--- src/rtl/sc_reg_deserializer_pkg.sv ---
// Shared definitions for the serial-in, parallel-out receiver.
// Holds the FSM state encoding and the direction codes that are sampled
// together with the frame-start strobe.
// Optional feature macro used by the design: RegDESERIALIZER_PARITY_EN.
package sc_regdeserializer_pkg;

    // Receiver FSM states; PARITY is only reachable with RegDESERIALIZER_PARITY_EN.
    typedef enum logic [1:0] {
        IDLE   = 2'd0,
        SHIFT  = 2'd1,
        PARITY = 2'd2
    } sc_regdeserializer_state_e;

    // Direction codes carried on shiftselection when start is asserted.
    localparam logic [1:0] SHIFT_MSBFIRST = 2'b01;
    localparam logic [1:0] SHIFT_LSBFIRST = 2'b10;

    // True for the two legal direction codes; 00 and 11 are rejected.
    function automatic logic sel_is_valid(input logic [1:0] sel);
        return (sel == SHIFT_MSBFIRST) || (sel == SHIFT_LSBFIRST);
    endfunction

endpackage

--- src/rtl/sc_reg_deserializer_bit_counter.sv ---
// Parameterised up-counter with synchronous clear and count enable.
// o_tc flags the enabled edge on which the count reaches TERMINAL, so the
// caller can act on the last bit in the same cycle it is sampled.
// Optional feature macro used by the design: RegDESERIALIZER_PARITY_EN
// (this block itself is feature independent).
module sc_bit_counter #(
    parameter int TERMINAL = 8,
    parameter int CW       = $clog2(TERMINAL + 1)
) (
    input  logic i_clk,
    input  logic i_rst_n,
    input  logic i_clr,
    input  logic i_en,
    output logic o_tc
);

    logic [CW-1:0] r_count;

    // Count enabled strobes; clear wins over enable.
    always_ff @(posedge i_clk or negedge i_rst_n) begin
        if (!i_rst_n) begin
            r_count <= '0;
        end else if (i_clr) begin
            r_count <= '0;
        end else if (i_en) begin
            r_count <= r_count + 1'b1;
        end
    end

    // Terminal count is reached on this edge when the current strobe is the last one.
    always_comb begin
        o_tc = i_en && !i_clr && (r_count == CW'(TERMINAL - 1));
    end

endmodule

--- src/rtl/sc_reg_deserializer.sv ---
// Serial-in, parallel-out receiver for the parallel-load shift-register
// transmitter. Collects a framed bit stream (MSB-first or LSB-first) into a
// DATAWIDTH-bit word and offers it downstream with valid / active-low ack.
//
// Handshake: a word is offered while valid=1 and is consumed on any rising
// edge where valid=1 and ack_InLow=0; the data bus is stable while valid=1
// except when a new frame completes on the same edge as the ack.
//
// Optional feature macro: RegDESERIALIZER_PARITY_EN. When defined, an even
// parity bit follows the data bits and its check result is reported on
// parityerror; when undefined, parityerror is constant 0.
import sc_regdeserializer_pkg::*;

module sc_reg_deserializer #(
    parameter int RegDESERIALIZER_DATAWIDTH = 8
) (
    input  logic                                 SC_RegDESERIALIZER_CLOCK_50,
    input  logic                                 SC_RegDESERIALIZER_RESET_InLow,
    input  logic                                 SC_RegDESERIALIZER_start_InHigh,
    input  logic [1:0]                           SC_RegDESERIALIZER_shiftselection_In,
    input  logic                                 SC_RegDESERIALIZER_bitvalid_InHigh,
    input  logic                                 SC_RegDESERIALIZER_serial_In,
    input  logic                                 SC_RegDESERIALIZER_ack_InLow,
    output logic [RegDESERIALIZER_DATAWIDTH-1:0] SC_RegDESERIALIZER_data_OutBUS,
    output logic                                 SC_RegDESERIALIZER_valid_OutHigh,
    output logic                                 SC_RegDESERIALIZER_busy_OutHigh,
    output logic                                 SC_RegDESERIALIZER_overrun_OutHigh,
    output logic                                 SC_RegDESERIALIZER_parityerror_OutHigh
);

    localparam int W = RegDESERIALIZER_DATAWIDTH;

    sc_regdeserializer_state_e r_state;
    sc_regdeserializer_state_e w_state_next;

    logic [1:0]   r_dir;
    logic [W-1:0] r_shift;
    logic [W-1:0] r_data;
    logic         r_valid;
    logic         r_overrun;

    logic         w_sel_valid;
    logic         w_restart;
    logic         w_ack;
    logic         w_shift_bit;
    logic         w_tc;
    logic         w_complete;
    logic [W-1:0] w_shifted;
    logic [W-1:0] w_word;

    // Decode of the strobes that every block below depends on.
    always_comb begin
        w_sel_valid = sel_is_valid(SC_RegDESERIALIZER_shiftselection_In);
        w_restart   = SC_RegDESERIALIZER_start_InHigh && w_sel_valid;
        w_ack       = r_valid && !SC_RegDESERIALIZER_ack_InLow;
        // A data bit is taken only in SHIFT and never in a start cycle.
        w_shift_bit = (r_state == SHIFT) && SC_RegDESERIALIZER_bitvalid_InHigh &&
                      !SC_RegDESERIALIZER_start_InHigh;
        if (r_dir == SHIFT_MSBFIRST) begin
            w_shifted = {r_shift[W-2:0], SC_RegDESERIALIZER_serial_In};
        end else begin
            w_shifted = {SC_RegDESERIALIZER_serial_In, r_shift[W-1:1]};
        end
    end

    // Data-bit counter; a start strobe always rewinds it.
    sc_bit_counter #(
        .TERMINAL (W)
    ) u_bit_counter (
        .i_clk   (SC_RegDESERIALIZER_CLOCK_50),
        .i_rst_n (SC_RegDESERIALIZER_RESET_InLow),
        .i_clr   (SC_RegDESERIALIZER_start_InHigh),
        .i_en    (w_shift_bit),
        .o_tc    (w_tc)
    );

`ifdef RegDESERIALIZER_PARITY_EN
    logic w_perr_new;
    logic r_perr;

    // Frame ends on the parity strobe; the word is already complete in r_shift.
    always_comb begin
        w_complete = (r_state == PARITY) && SC_RegDESERIALIZER_bitvalid_InHigh &&
                     !SC_RegDESERIALIZER_start_InHigh;
        w_word     = r_shift;
        w_perr_new = (^r_shift) ^ SC_RegDESERIALIZER_serial_In;
    end
`else
    // Frame ends on the W-th data bit; the word includes that bit.
    always_comb begin
        w_complete = w_shift_bit && w_tc;
        w_word     = w_shifted;
    end
`endif

    // Next-state logic; a start in a busy state aborts the current frame.
    always_comb begin
        w_state_next = r_state;
        case (r_state)
            IDLE: begin
                if (w_restart) begin
                    w_state_next = SHIFT;
                end
            end
            SHIFT, PARITY: begin
                if (SC_RegDESERIALIZER_start_InHigh) begin
                    // An illegal direction on a restart drops the frame entirely.
                    w_state_next = w_sel_valid ? SHIFT : IDLE;
                end else if (w_shift_bit && w_tc) begin
`ifdef RegDESERIALIZER_PARITY_EN
                    w_state_next = PARITY;
`else
                    w_state_next = IDLE;
`endif
                end else if ((r_state == PARITY) && SC_RegDESERIALIZER_bitvalid_InHigh) begin
                    w_state_next = IDLE;
                end
            end
            default: w_state_next = IDLE;
        endcase
    end

    // FSM state register.
    always_ff @(posedge SC_RegDESERIALIZER_CLOCK_50 or negedge SC_RegDESERIALIZER_RESET_InLow) begin
        if (!SC_RegDESERIALIZER_RESET_InLow) begin
            r_state <= IDLE;
        end else begin
            r_state <= w_state_next;
        end
    end

    // Shift register and latched direction; cleared/re-latched on every legal start.
    always_ff @(posedge SC_RegDESERIALIZER_CLOCK_50 or negedge SC_RegDESERIALIZER_RESET_InLow) begin
        if (!SC_RegDESERIALIZER_RESET_InLow) begin
            r_shift <= '0;
            r_dir   <= SHIFT_MSBFIRST;
        end else if (w_restart) begin
            r_shift <= '0;
            r_dir   <= SC_RegDESERIALIZER_shiftselection_In;
        end else if (w_shift_bit) begin
            r_shift <= w_shifted;
        end
    end

    // Output buffer, valid and overrun: a finished word is kept only if the
    // buffer is empty or being acknowledged on the same edge.
    always_ff @(posedge SC_RegDESERIALIZER_CLOCK_50 or negedge SC_RegDESERIALIZER_RESET_InLow) begin
        if (!SC_RegDESERIALIZER_RESET_InLow) begin
            r_data    <= '0;
            r_valid   <= 1'b0;
            r_overrun <= 1'b0;
        end else if (w_complete) begin
            if (!r_valid || w_ack) begin
                r_data    <= w_word;
                r_valid   <= 1'b1;
                r_overrun <= 1'b0;
            end else begin
                r_overrun <= 1'b1;
            end
        end else if (w_ack) begin
            r_valid   <= 1'b0;
            r_overrun <= 1'b0;
        end
    end

`ifdef RegDESERIALIZER_PARITY_EN
    // Parity flag follows the held word; a dropped bad word still raises it.
    always_ff @(posedge SC_RegDESERIALIZER_CLOCK_50 or negedge SC_RegDESERIALIZER_RESET_InLow) begin
        if (!SC_RegDESERIALIZER_RESET_InLow) begin
            r_perr <= 1'b0;
        end else if (w_complete) begin
            if (!r_valid || w_ack) begin
                r_perr <= w_perr_new;
            end else begin
                r_perr <= r_perr | w_perr_new;
            end
        end else if (w_ack) begin
            r_perr <= 1'b0;
        end
    end

    // Drive the parity flag from its register.
    always_comb begin
        SC_RegDESERIALIZER_parityerror_OutHigh = r_perr;
    end
`else
    // Without parity there is nothing to report.
    always_comb begin
        SC_RegDESERIALIZER_parityerror_OutHigh = 1'b0;
    end
`endif

    // Remaining outputs straight from registers.
    always_comb begin
        SC_RegDESERIALIZER_data_OutBUS     = r_data;
        SC_RegDESERIALIZER_valid_OutHigh   = r_valid;
        SC_RegDESERIALIZER_overrun_OutHigh = r_overrun;
        SC_RegDESERIALIZER_busy_OutHigh    = (r_state != IDLE);
    end

endmodule

--- config.mk ---
export PLATFORM = sky130hd
export DESIGN_NAME = sc_reg_deserializer
export DESIGN_NICKNAME = d
export VERILOG_FILES = /design/src/rtl/sc_reg_deserializer_pkg.sv /design/src/rtl/sc_reg_deserializer_bit_counter.sv /design/src/rtl/sc_reg_deserializer.sv
export SDC_FILE = /design/constraint.sdc
export NUM_CORES = 1
export LEC_CHECK = 0
export BUFFER_PORTS_ARGS = -buffer_cell sky130_fd_sc_hd__buf_2
export CAP_MARGIN = 20
export CORE_UTILIZATION = 54
export CTS_BUF_LIST = sky130_fd_sc_hd__clkbuf_16
export DETAILED_ROUTE_END_ITERATION = 8
export PLACE_DENSITY = 0.89
export SKIP_CTS_REPAIR_TIMING = 1
export SYNTH_ARGS = -nofsm -noshare
export SYNTH_HDL_FRONTEND = slang
export SYNTH_SLANG_ARGS = --single-unit
--- constraint.sdc ---
create_clock -name SC_RegDESERIALIZER_CLOCK_50 -period 2.1 [get_ports SC_RegDESERIALIZER_CLOCK_50]
set_clock_uncertainty 0.1 [all_clocks]
set_input_delay 0.105 -clock SC_RegDESERIALIZER_CLOCK_50 [delete_from_list [all_inputs] [get_ports SC_RegDESERIALIZER_CLOCK_50]]
set_output_delay 0.105 -clock SC_RegDESERIALIZER_CLOCK_50 [all_outputs]
set_load 0.005 [all_outputs]
== Yosys cells after proc, flatten, opt, wreduce, memory -nomap -nowiden ==
Index checks and enable logic that the tools add are counted.
Word-level totals
  flip-flop bits (word level): 26
  word-level logic and storage cells: 55
  output and inout bits: 12
Operators by class
  eq/ne operators: 9
  mux-type cells: 16
  add/subtract/negate cells: 1
  reduce and logical (&&, ||, !) cells: 22
Operator list (number)
  $mux W8: 3
  $logic_and A1 B1 Y1: 8
  $mux W2: 4
  $mux W4: 2
  $reduce_bool A2 Y1: 4
  $eq A2 B1 Y1 const B: 3
  $mux W1: 6
  $reduce_and A2 Y1: 3
  $add A4 B1 Y4 const B: 1
  $eq A2 B2 Y1 const B: 2
  $eq A4 B3 Y1 const B: 1
  $ne A4 B4 Y1 const B: 1
  $pmux W2 S2: 1
  $logic_not A1 Y1: 3
  $logic_not A2 Y1: 1
  $logic_or A1 B1 Y1: 2
  $ne A2 B1 Y1 const B: 1
  $ne A2 B2 Y1 const B: 1
  $reduce_or A2 Y1: 1

== Longest topological paths before layout ==
Gate-level depths: netlist (run 1).
  depth in word-level cells: 9
  mapped depth: 5

== Cells and area by module ==
Synthesis (run 1) repeated with hierarchy kept, for this count alone.
Second synthesis, totals
  cell total of the unflattened synthesis: 102
  area, all modules: 1191.1 sq um
By module, submodules not included
  sc_reg_deserializer: area an instance 963.4 sq um, cells an instance 84, times used 1, seq. area each 526.8 sq um
  sc_bit_counter: area an instance 227.7 sq um, cells an instance 18, times used 1, seq. area each 100.1 sq um

== Worst setup path after synthesis (run 1) ==
No wires, ideal clock.
  kind: reg-to-reg
  start point: register u_bit_counter.r_count[0]
  end point: register r_data[5], in the netlist SC_RegDESERIALIZER_data_OutBUS[5]
  stages on the path, launching flop included: 6
  path slack: 0.655 ns
  arrival: 1.266 ns
  required time: 1.921 ns
  cells stage by stage: dfrtp_1 > ha_1 > and4b_1 > nor3b_2 > buf_6 > mux2i_1
Between the ends
  longest elaborated chain between the ends: 4
Ends and longest elaborated chain
  start, declared: line sc_reg_deserializer_bit_counter.sv:17  | logic [CW-1:0] r_count;
  start signal, assigned: line sc_reg_deserializer_bit_counter.sv:26  | r_count <= r_count + 1'b1;
  $eq A4 B3 Y1: line sc_reg_deserializer_bit_counter.sv:32  | o_tc = i_en && !i_clr && (r_count == CW'(TERMINAL - 1));
  $logic_and A1 B1 Y1: line sc_reg_deserializer_bit_counter.sv:32
  $logic_and A1 B1 Y1: line sc_reg_deserializer.sv:91  | w_complete = w_shift_bit && w_tc;
  $reduce_and A2 Y1 (no line)
  end signal, assigned: line sc_reg_deserializer.sv:154  | r_data <= w_word;
  end, declared: line sc_reg_deserializer.sv:38  | logic [W-1:0] r_data;
Every way passes these cells.
A chain may end at the register's enable or synchronous reset.

== Worst setup path in the final report (run 1) ==
  start point: input port SC_RegDESERIALIZER_start_InHigh
  end point: register r_shift[1]
Between the ends
  longest elaborated chain between the ends: 3
Ends and longest elaborated chain
  start, declared: line sc_reg_deserializer.sv:19  | input logic SC_RegDESERIALIZER_start_InHigh,
  $logic_not A1 Y1: line sc_reg_deserializer.sv:58  | !SC_RegDESERIALIZER_start_InHigh;
  $logic_and A1 B1 Y1: line sc_reg_deserializer.sv:57  | w_shift_bit = (r_state == SHIFT) && SC_RegDESERIALIZER_bitvalid_InHigh &&
  $reduce_bool A2 Y1 (no line)
  end signal, assigned: line sc_reg_deserializer.sv:141  | r_shift <= w_shifted;
  end, declared: line sc_reg_deserializer.sv:37  | logic [W-1:0] r_shift;
Parallel ways exist; a longest one is shown, timed or not.

==> metrics.yaml, run 1 <==
run_status: "finished, final reports clean"
setup_viol: 0
end_kind: "flop"
n_antenna_cell: 0
grt_usage_pct: 19.8
fin_cells: 153
path_buf_inv: 2
grt_setup_unrepaired: "no"
pre_cts_slack_ps: 487
yosysSeqAreaShare_pct: 53.3
wire_per_inst_um: 13.6
path_clk_slew_ps: 60
syn_area_um2: 1180
core_area_um2: 2000
h-tree-depth: 1
crit_chain: "dlygate4sd3_1, buf_2, and3b_1, nor2_1, a211oi_1"
place_inst: 146
die_area_um2: 2370
power_mw: 1.12
finalWorstSetupSlack_ps: 455
grt-ovfl-total: 0
synth_top_cell_by_area: "dfrtp_1"
syn_inst: 104
powerDensity_nw_per_um2: 809
hpwlAfterDp_um: 1470
slowest_delay_ps: 560
cp.required_ps: 2150
fmax_ghz: 0.608
synth.top_cells.by_area: "dfrtp_1, mux2i_1, a211oi_1"
peakVddDrop_v: 0.000499
yosysMostFrequentCell: "dfrtp_1"
die_w_um: 48.7
crit_type: "in2reg"
netlist.area_leader.share_pct: 51.1
nets: 136
hp-class: "in2reg"
stdcell_area_um2: 1380
wl_met1_um: 922
ys_top_cells_by_count: "dfrtp_1, mux2i_1, nor2_1"
dr.max_layer_used: "met4"
drive_gt1_share_pct: 21.4
critPathTopFamily: "buffers and inverters"
yosysWarnings: 0
async_reset_ff_share_pct: 100
grt_pass1_vias: 862
totalWireLength_um: 2080
met2_length_um: 1080
cts_tree: "done"
cp_slowest_cell: "and3b_1"
port_buffers: 18
pin_count: 20
synth-edff-count: 0
cellLeakagePower_nw: 0.650
synth_nets: 113
slew_headroom_pct: 64.2
fin_setup_tns_ps: 0
vias_per_cell: 5.29
layout_min_cycle_time_ps: 1640
clockBufferDepth: 2
cts.sinks: 25
worstSetupStartpointType: "input pin"
ys_seq_elements: 25
drt_iter0_markers: 18
die_y_um: 48.7
core.rowCount: 16
drv_slew: 0
ys.flop_type: "dfrtp_1"
drcViolationCount: 0
grt_max_degree: 26
drtAntennaViolNets: 0
cts-root-buf: "clkbuf_16"
grt_pass1_wl_um: 3660
gp_congestion: 0.734
finalHoldViolations: 0
syn2layout_area_growth_pct: 17.3
dpl_cell_area_um2: 1270
antenna_found_initial: 0
syn_area_per_cell_um2: 11.3
critPathMaxFanout: 16
fill_cells: 145
cts_buffers: 3
drv_cap: 0
clock_latency_ps: 250
via_count: 810
arrival_ps: 1700
worst_pin_slew_ps: 536
fin_crit_sh_pct: 78.3
firstDrtPassIters: 4
wl_met3_um: 69
synth.distinct_cells: 26
initial_core_util_pct: 58.7
[power by group]
part	switching, mW	internal [mW]
sequential	0.0309	0.521
combinational	0.0881	0.0720
clock	0.150	0.254
[path summary, 6_finish.rpt]
check | from | end | slack, ps | cells after the start
max reg2reg | u_bit_counter.r_count[0] | SC_RegDESERIALIZER_data_OutBUS[3] | 470 | 5
max in group asynchronous | SC_RegDESERIALIZER_RESET_InLow | r_dir[0] | 1270 | 2
max | SC_RegDESERIALIZER_start_InHigh | r_shift[1] | 460 | 5
min | SC_RegDESERIALIZER_bitvalid_InHigh | u_bit_counter.r_count[1] | 50 | 3
min reg2reg | r_dir[0] | r_dir[0] | 390 | 2
min in group asynchronous | SC_RegDESERIALIZER_RESET_InLow | SC_RegDESERIALIZER_data_OutBUS[2] | 270 | 2
[registers in the layout, indices dropped and copies added, names as in the netlist]
name                                flops
r_shift                                 8
SC_RegDESERIALIZER_overrun_OutHigh      1
r_state                                 1
SC_RegDESERIALIZER_data_OutBUS          8
u_bit_counter.r_count                   4
r_dir                                   2
SC_RegDESERIALIZER_valid_OutHigh        1
[placed cells by master (no fill, tap or decap), drive strengths merged]
cell	n
nor2	11
dfrtp	24
nor2b	2
and3b	1
and2	2
nand2b	3
mux2	1
and4b	1
conb	1
xor2	3
or3	1
o21bai	1
clkbuf	3
nand2	2
dfstp	1
ha	1
mux2i	17
buf	21
nand3	3
a211oi	8
o21ai	1
a21oi	2
nor3b	1
a221oi	1
inv	11
dlygate4sd3	3
[kinds of logic (layout without fill, tap and decap cells)]
logic type | count (synthesis) | in the layout | share of synthesized area (%)
fa+ha+maj | 1 | 1 | 1.06
simple gates | 27 | 27 | 12.3
mux | 18 | 18 | 15.4
compound gates | 13 | 13 | 7.77
other cells | 1 | 1 | 0.319
flops | 25 | 25 | 53.3
xor+xnor | 3 | 3 | 2.23
buf+inv | 16 | 38 | 7.55
[metal layers]
metal	vias up	GRT usage [%]
li1	393	-
met1	399	22.6
met2	16	36.3
met3	2	3.77
met4	0	6.86
met5	-	0
[metrics by stage]
step | utilization (%) | hold WS (ps)
2_1_floorplan | - | -291
3_3_place_gp | 63.5 | 10.3
3_5_place_dp | 63.5 | 14.6
4_1_cts | 67.4 | -255
5_1_grt | 68.9 | 64.1
6_report | 68.9 | 51.9
[worst min-delay path, cell delays in order]
cell	delay, ps
buf_2	120
nand3_1	70
a21oi_1	60
[final cells by class]
cell class	instances	area, um^2	area share (%)
flip-flops and latches	25	627	45.4
multi-input cells	63	460	33.4
repair buffers	24	143	10.3
clock buffers	3	75.1	5.44
inverters	10	37.5	2.72
well taps	27	33.8	2.45
clock inverters	1	3.75	0.272
Note: power is estimated with default switching activity, not from simulation.
==> run 2: changes to the inputs <==
- CORE_UTILIZATION: 54 -> 48
- PLACE_DENSITY: 0.89 -> 0.85
- clock period: 2.1 -> 1.4 ns (I/O delays scaled with it)
==> metrics.yaml, run 2 (synthesized netlist as in run 1, its figures left out) <==
whs_ps: 25.7  # -26.2 ps
drtAntennaViolNets: 0  # unchanged
arrival_ps: 1640  # -60 ps
fin_cells: 166  # +8.5%
pwr-share-seq_pct: 45.2  # -4.3 points
cellLeakagePower_nw: 0.729  # +12%
clockPowerShare_pct: 32.9  # -3.3 points
place_inst: 156  # +6.8%
finalHoldViolations: 0  # unchanged
fmax_ghz: 0.634
core.rowCount: 17  # +1
core_area_um2: 2250  # +13%
path_clk_slew_ps: 60  # about the same
combPwrFrac_pct: 21.9  # +7.5 points
end_kind: "flop"
violations: "setup timing"
cts-root-buf: "clkbuf_16"
pre_cts_slack_ps: -491  # -978 ps
drv_cap: 0  # unchanged
n_antenna_cell: 0  # unchanged
powerDensity_nw_per_um2: 1160  # +44%
grt_setup_unrepaired: "yes"
cts_buffers: 3  # unchanged
die_area_um2: 2650  # +12%
crit_type: "reg2reg"
cts_tree: "done"
wire_per_inst_um: 15.8  # +17%
hp-class: "in2reg"
initial_core_util_pct: 52.2  # -6.6 points
run_status: "complete, but fails checks"
cp.required_ps: 1460  # -690 ps
worstSetupStartpointType: "flop"
pin_count: 20  # unchanged
syn2layout_area_growth_pct: 38.8
gp_congestion: 0.718  # -2.2%
grt_max_degree: 26  # unchanged
seq_area_um2: 627  # unchanged
drcViolationCount: 0  # unchanged
grt_pass1_vias: 848  # -1.6%
hpwlAfterDp_um: 1550  # +5.2%
firstDrtPassIters: 4  # unchanged
cts.sinks: 25  # unchanged
antenna_found_initial: 0  # unchanged
port_buffers: 18  # unchanged
setup_viol: 17  # +17
worst_pin_slew_ps: 567  # +31.0 ps
h-tree-depth: 1  # unchanged
critPathMaxFanout: 4  # -12
multiInputGateArea_um2: 601  # +30%
drt_iter0_markers: 6  # -12
finalWorstSetupSlack_ps: -177  # -632 ps
grt-ovfl-total: 0  # unchanged
drv_slew: 0  # unchanged
nets: 148  # +8.8%
die_w_um: 51.5  # +5.8%
layout_min_cycle_time_ps: 1580
die_y_um: 51.5  # +5.8%
power_mw: 1.90  # +70%
p_switching_uw: 508  # +89%
clockBufferDepth: 2  # unchanged
fin_crit_sh_pct: 113
totalWireLength_um: 2630  # +27%
slew_headroom_pct: 62.2  # -2.1 points
via_count: 889  # +9.8%
swShare_pct: 26.8  # +2.7 points
peakVddDrop_v: 0.000958  # +92%
final_cell_mix: "dfrtp_1, buf_2, buf_4"
grt_usage_pct: 18.9  # -0.90 points
vias_per_cell: 5.36  # +1.2%
grt_pass1_wl_um: 3770  # +2.8%
fill_cells: 170  # +17%
clock_latency_ps: 250  # about the same
drive_gt1_share_pct: 40.6  # +19 points
mostFrequentLayoutCell: "dfrtp_1"
internal_power_mw: 1.39  # +64%
==> run 2: cell type report <==
class                      count  area share, %
tap                           28           2.15
inverter                      10           2.30
multi-input combinational     63           36.8
sequential                    25           38.4
timing repair buffer          36           15.5
clock inverter                 1          0.307
clock buffer                   3           4.60
==> run 2: worst max-delay path: stages, from the launching register on <==
cell,delay [ps]
dfrtp_1,360
ha_1,160
and4b_1,220
nor3b_4,250
buf_6,160
mux2i_1,230
==> run 2: power groups by stage <==
stage          combinational, mW  clock [mW]  sequential, mW
2_1_floorplan              0.171           0           0.825
3_3_place_gp               0.241           0           0.828
5_1_grt                    0.446       0.661           0.862
6_report                   0.415       0.626           0.858
3_5_place_dp               0.253           0           0.834
4_1_cts                    0.256       0.643           0.820
==> run 2: layer usage <==
metal | routed length, um | track usage, % | up-vias
met3 | 100 | 2.92 | 0
met1 | 1030 | 25.0 | 448
met4 | 0 | 3.60 | 0
met2 | 1500 | 32.7 | 19
li1 | - | - | 422
met5 | 0 | 0 | -
==> run 2: worst paths after layout <==
path / cells past startpoint / to / slack [ps] / startpoint
hold / removal: 3 / u_bit_counter.r_count[1] / 30 / SC_RegDESERIALIZER_bitvalid_InHigh
hold reg to reg: 2 / r_dir[0] / 380 / r_dir[0]
min in group asynchronous: 2 / SC_RegDESERIALIZER_data_OutBUS[5] / 250 / SC_RegDESERIALIZER_RESET_InLow
setup reg to reg: 5 / SC_RegDESERIALIZER_data_OutBUS[0] / -180 / u_bit_counter.r_count[1]
max in group asynchronous: 2 / r_dir[0] / 570 / SC_RegDESERIALIZER_RESET_InLow
setup / recovery: 5 / SC_RegDESERIALIZER_data_OutBUS[0] / -180 / u_bit_counter.r_count[1]
==> run 2: per-stage QoR <==
step	area, um^2	TNS [ps]	util [%]
after global placement	1340	-3120	59.4
after floorplan	1180	-244	-
final	1630	-1240	72.4
after CTS	1420	-4610	63.0
after global routing	1630	-2270	72.4
after detailed placement	1340	-4220	59.4
==> run 3: changes to the inputs <==
- ABC_AREA: default -> 1
- CORE_UTILIZATION: 48 -> 49
- PLACE_DENSITY: 0.85 -> 0.86
==> metrics.yaml, run 3 <==
run_status: "finished, final reports clean"
nets: 185  # +25%
hp-class: "in2reg"
netlist.area_leader.share_pct: 50.5  # -0.59 points
whs_ps: 64.9  # +39.2 ps
crit_chain: "ha_2, nand2_1, nor2_4, nand3_2, nand2_1, nand2_1"
grt-ovfl-total: 0  # unchanged
die_w_um: 51.3  # -0.43%
syn2layout_area_growth_pct: 23.6
die_area_um2: 2630  # -0.85%
stdcell_area_um2: 1470  # -10%
arrival_ps: 1400  # -240 ps
initial_core_util_pct: 52.8  # +0.61 points
ys.flop_type: "dfrtp_1"
cts-root-buf: "clkbuf_16"
slowest_delay_ps: 370  # about the same
vias_per_cell: 5.49  # +2.5%
grt_max_degree: 26  # unchanged
syn_area_per_cell_um2: 7.99  # -29%
grt_usage_pct: 21.4  # +2.5 points
path_buf_inv: 0  # -1
gp_congestion: 0.851  # +18%
h-tree-depth: 1  # unchanged
n_antenna_cell: 0  # unchanged
path_clk_slew_ps: 60  # about the same
grt_pass1_wl_um: 4180  # +11%
worstSetupStartpointType: "flop"
via_count: 1114  # +25%
cts_buffers: 3  # unchanged
yosysWarnings: 0  # unchanged
drcViolationCount: 0  # unchanged
wire_per_inst_um: 13.0  # -18%
mostFrequentLayoutCell: "nand2_1"
critPathTopFamily: "simple AND/OR/NAND/NOR gates"
layout_min_cycle_time_ps: 1360  # -218 ps
cp.required_ps: 1440  # -20 ps
synth.top_cells.by_area: "dfrtp_1, nand2_1, nand3_1"
fin_util_pct: 65.2  # -7.2 points
end_kind: "flop"
synth.distinct_cells: 18  # -31%
peakVddDrop_v: 0.000831  # -13%
synth_top_cell_by_area: "dfrtp_1"
yosysSeqAreaShare_pct: 52.7  # -0.62 points
async_reset_ff_share_pct: 100  # unchanged
drv_slew: 0  # unchanged
cellLeakagePower_nw: 0.797  # +9.4%
yosysMostFrequentCell: "nand2_1"
clock_latency_ps: 250  # about the same
slew_headroom_pct: 64.2  # +2.0 points
path_common_cell: "nand2_1"
drive_gt1_share_pct: 21.7  # -19 points
drv_cap: 0  # unchanged
dpl_cell_area_um2: 1310  # -2.4%
final_cell_mix: "nand2_1, dfrtp_1, nand3_1"
syn_inst: 149  # +43%
fin_crit_sh_pct: 97.1  # -16 points
firstDrtPassIters: 4  # unchanged
finalHoldViolations: 0  # unchanged
drt_iter0_markers: 46  # +40
cts_tree: "done"
syn_area_um2: 1190  # +1.2%
powerDensity_nw_per_um2: 1110  # -4.3%
antenna_found_initial: 0  # unchanged
core_area_um2: 2250  # unchanged
die_y_um: 51.3  # -0.43%
port_buffers: 18  # unchanged
core.rowCount: 17  # unchanged
critPathMaxFanout: 4  # unchanged
ys_top_cells_by_count: "nand2_1, dfrtp_1, nand3_1"
clockBufferDepth: 2  # unchanged
hpwlAfterDp_um: 1740  # +12%
fmax_ghz: 0.736  # +16%
ys_seq_elements: 25  # unchanged
drtAntennaViolNets: 0  # unchanged
setup_viol: 0  # -17
crit_type: "reg2reg"
grt_pass1_vias: 970  # +14%
synth_nets: 158  # +40%
cp_slowest_cell: "dfrtp_1"
r2r_slack_ps: 40  # +220 ps
synth-edff-count: 0  # unchanged
cts.sinks: 25  # unchanged
pin_count: 20  # unchanged
worst_pin_slew_ps: 537  # -30.5 ps
totalWireLength_um: 2650  # +0.65%
power_mw: 1.64  # -14%
-- run 3: cells by family after synthesis --
kind of cell	count (synthesis)	synth area share, %
AO/OA/AOI/OAI	13	5.47
XOR/XNOR	1	0.736
adder cells (fa/ha/maj)	1	1.05
buffers and inverters	12	4.73
flip-flops	25	52.7
other	1	0.315
AND/OR/NAND/NOR	96	35.0
-- run 3: area by class of cell --
class,count,area [um^2]
Multi-Input combinational cell,113,542
Clock buffer,3,75.1
Clock inverter,1,3.75
Sequential cell,25,627
Inverter,7,30.0
Tap cell,28,35.0
Fill cell,210,785
Timing Repair Buffer,26,158
-- run 3: worst paths after layout --
path | to | start | cells past startpoint
setup / recovery | SC_RegDESERIALIZER_data_OutBUS[6] | u_bit_counter.r_count[1] | 6
hold / removal | SC_RegDESERIALIZER_overrun_OutHigh | SC_RegDESERIALIZER_ack_InLow | 5
setup reg to reg | SC_RegDESERIALIZER_data_OutBUS[6] | u_bit_counter.r_count[1] | 6
hold reg to reg | SC_RegDESERIALIZER_data_OutBUS[2] | SC_RegDESERIALIZER_data_OutBUS[2] | 2
max in group asynchronous | r_dir[0] | SC_RegDESERIALIZER_RESET_InLow | 2
min in group asynchronous | u_bit_counter.r_count[3] | SC_RegDESERIALIZER_RESET_InLow | 2
-- run 3: per-layer routing --
metal	vias up	global-route usage [%]	wire, um
met5	-	0	0
met4	0	8.11	26
met3	4	4.17	150
met2	39	34.6	1300
met1	532	28.2	1170
li1	539	-	-
-- run 3: where the power goes --
part           internal, mW  switching [mW]
combinational        0.0726           0.133
clock                 0.381           0.234
sequential            0.771          0.0451
-- run 3: tightest hold or removal path, stage by stage --
cell     delay [ps]
buf_2            80
o21ai_0          80
nand2_1          60
nand2_1          40
inv_1            50
-- run 3: per-stage QoR --
stage               TNS, ps  std cells  setup slack, ps
finish                    0        203             40.4
global route           -197        203            -68.0
CTS                   -8.29        197            -8.29
detailed placement        0        193             13.6
global placement          0        193             88.7
floorplan                 0        149              155
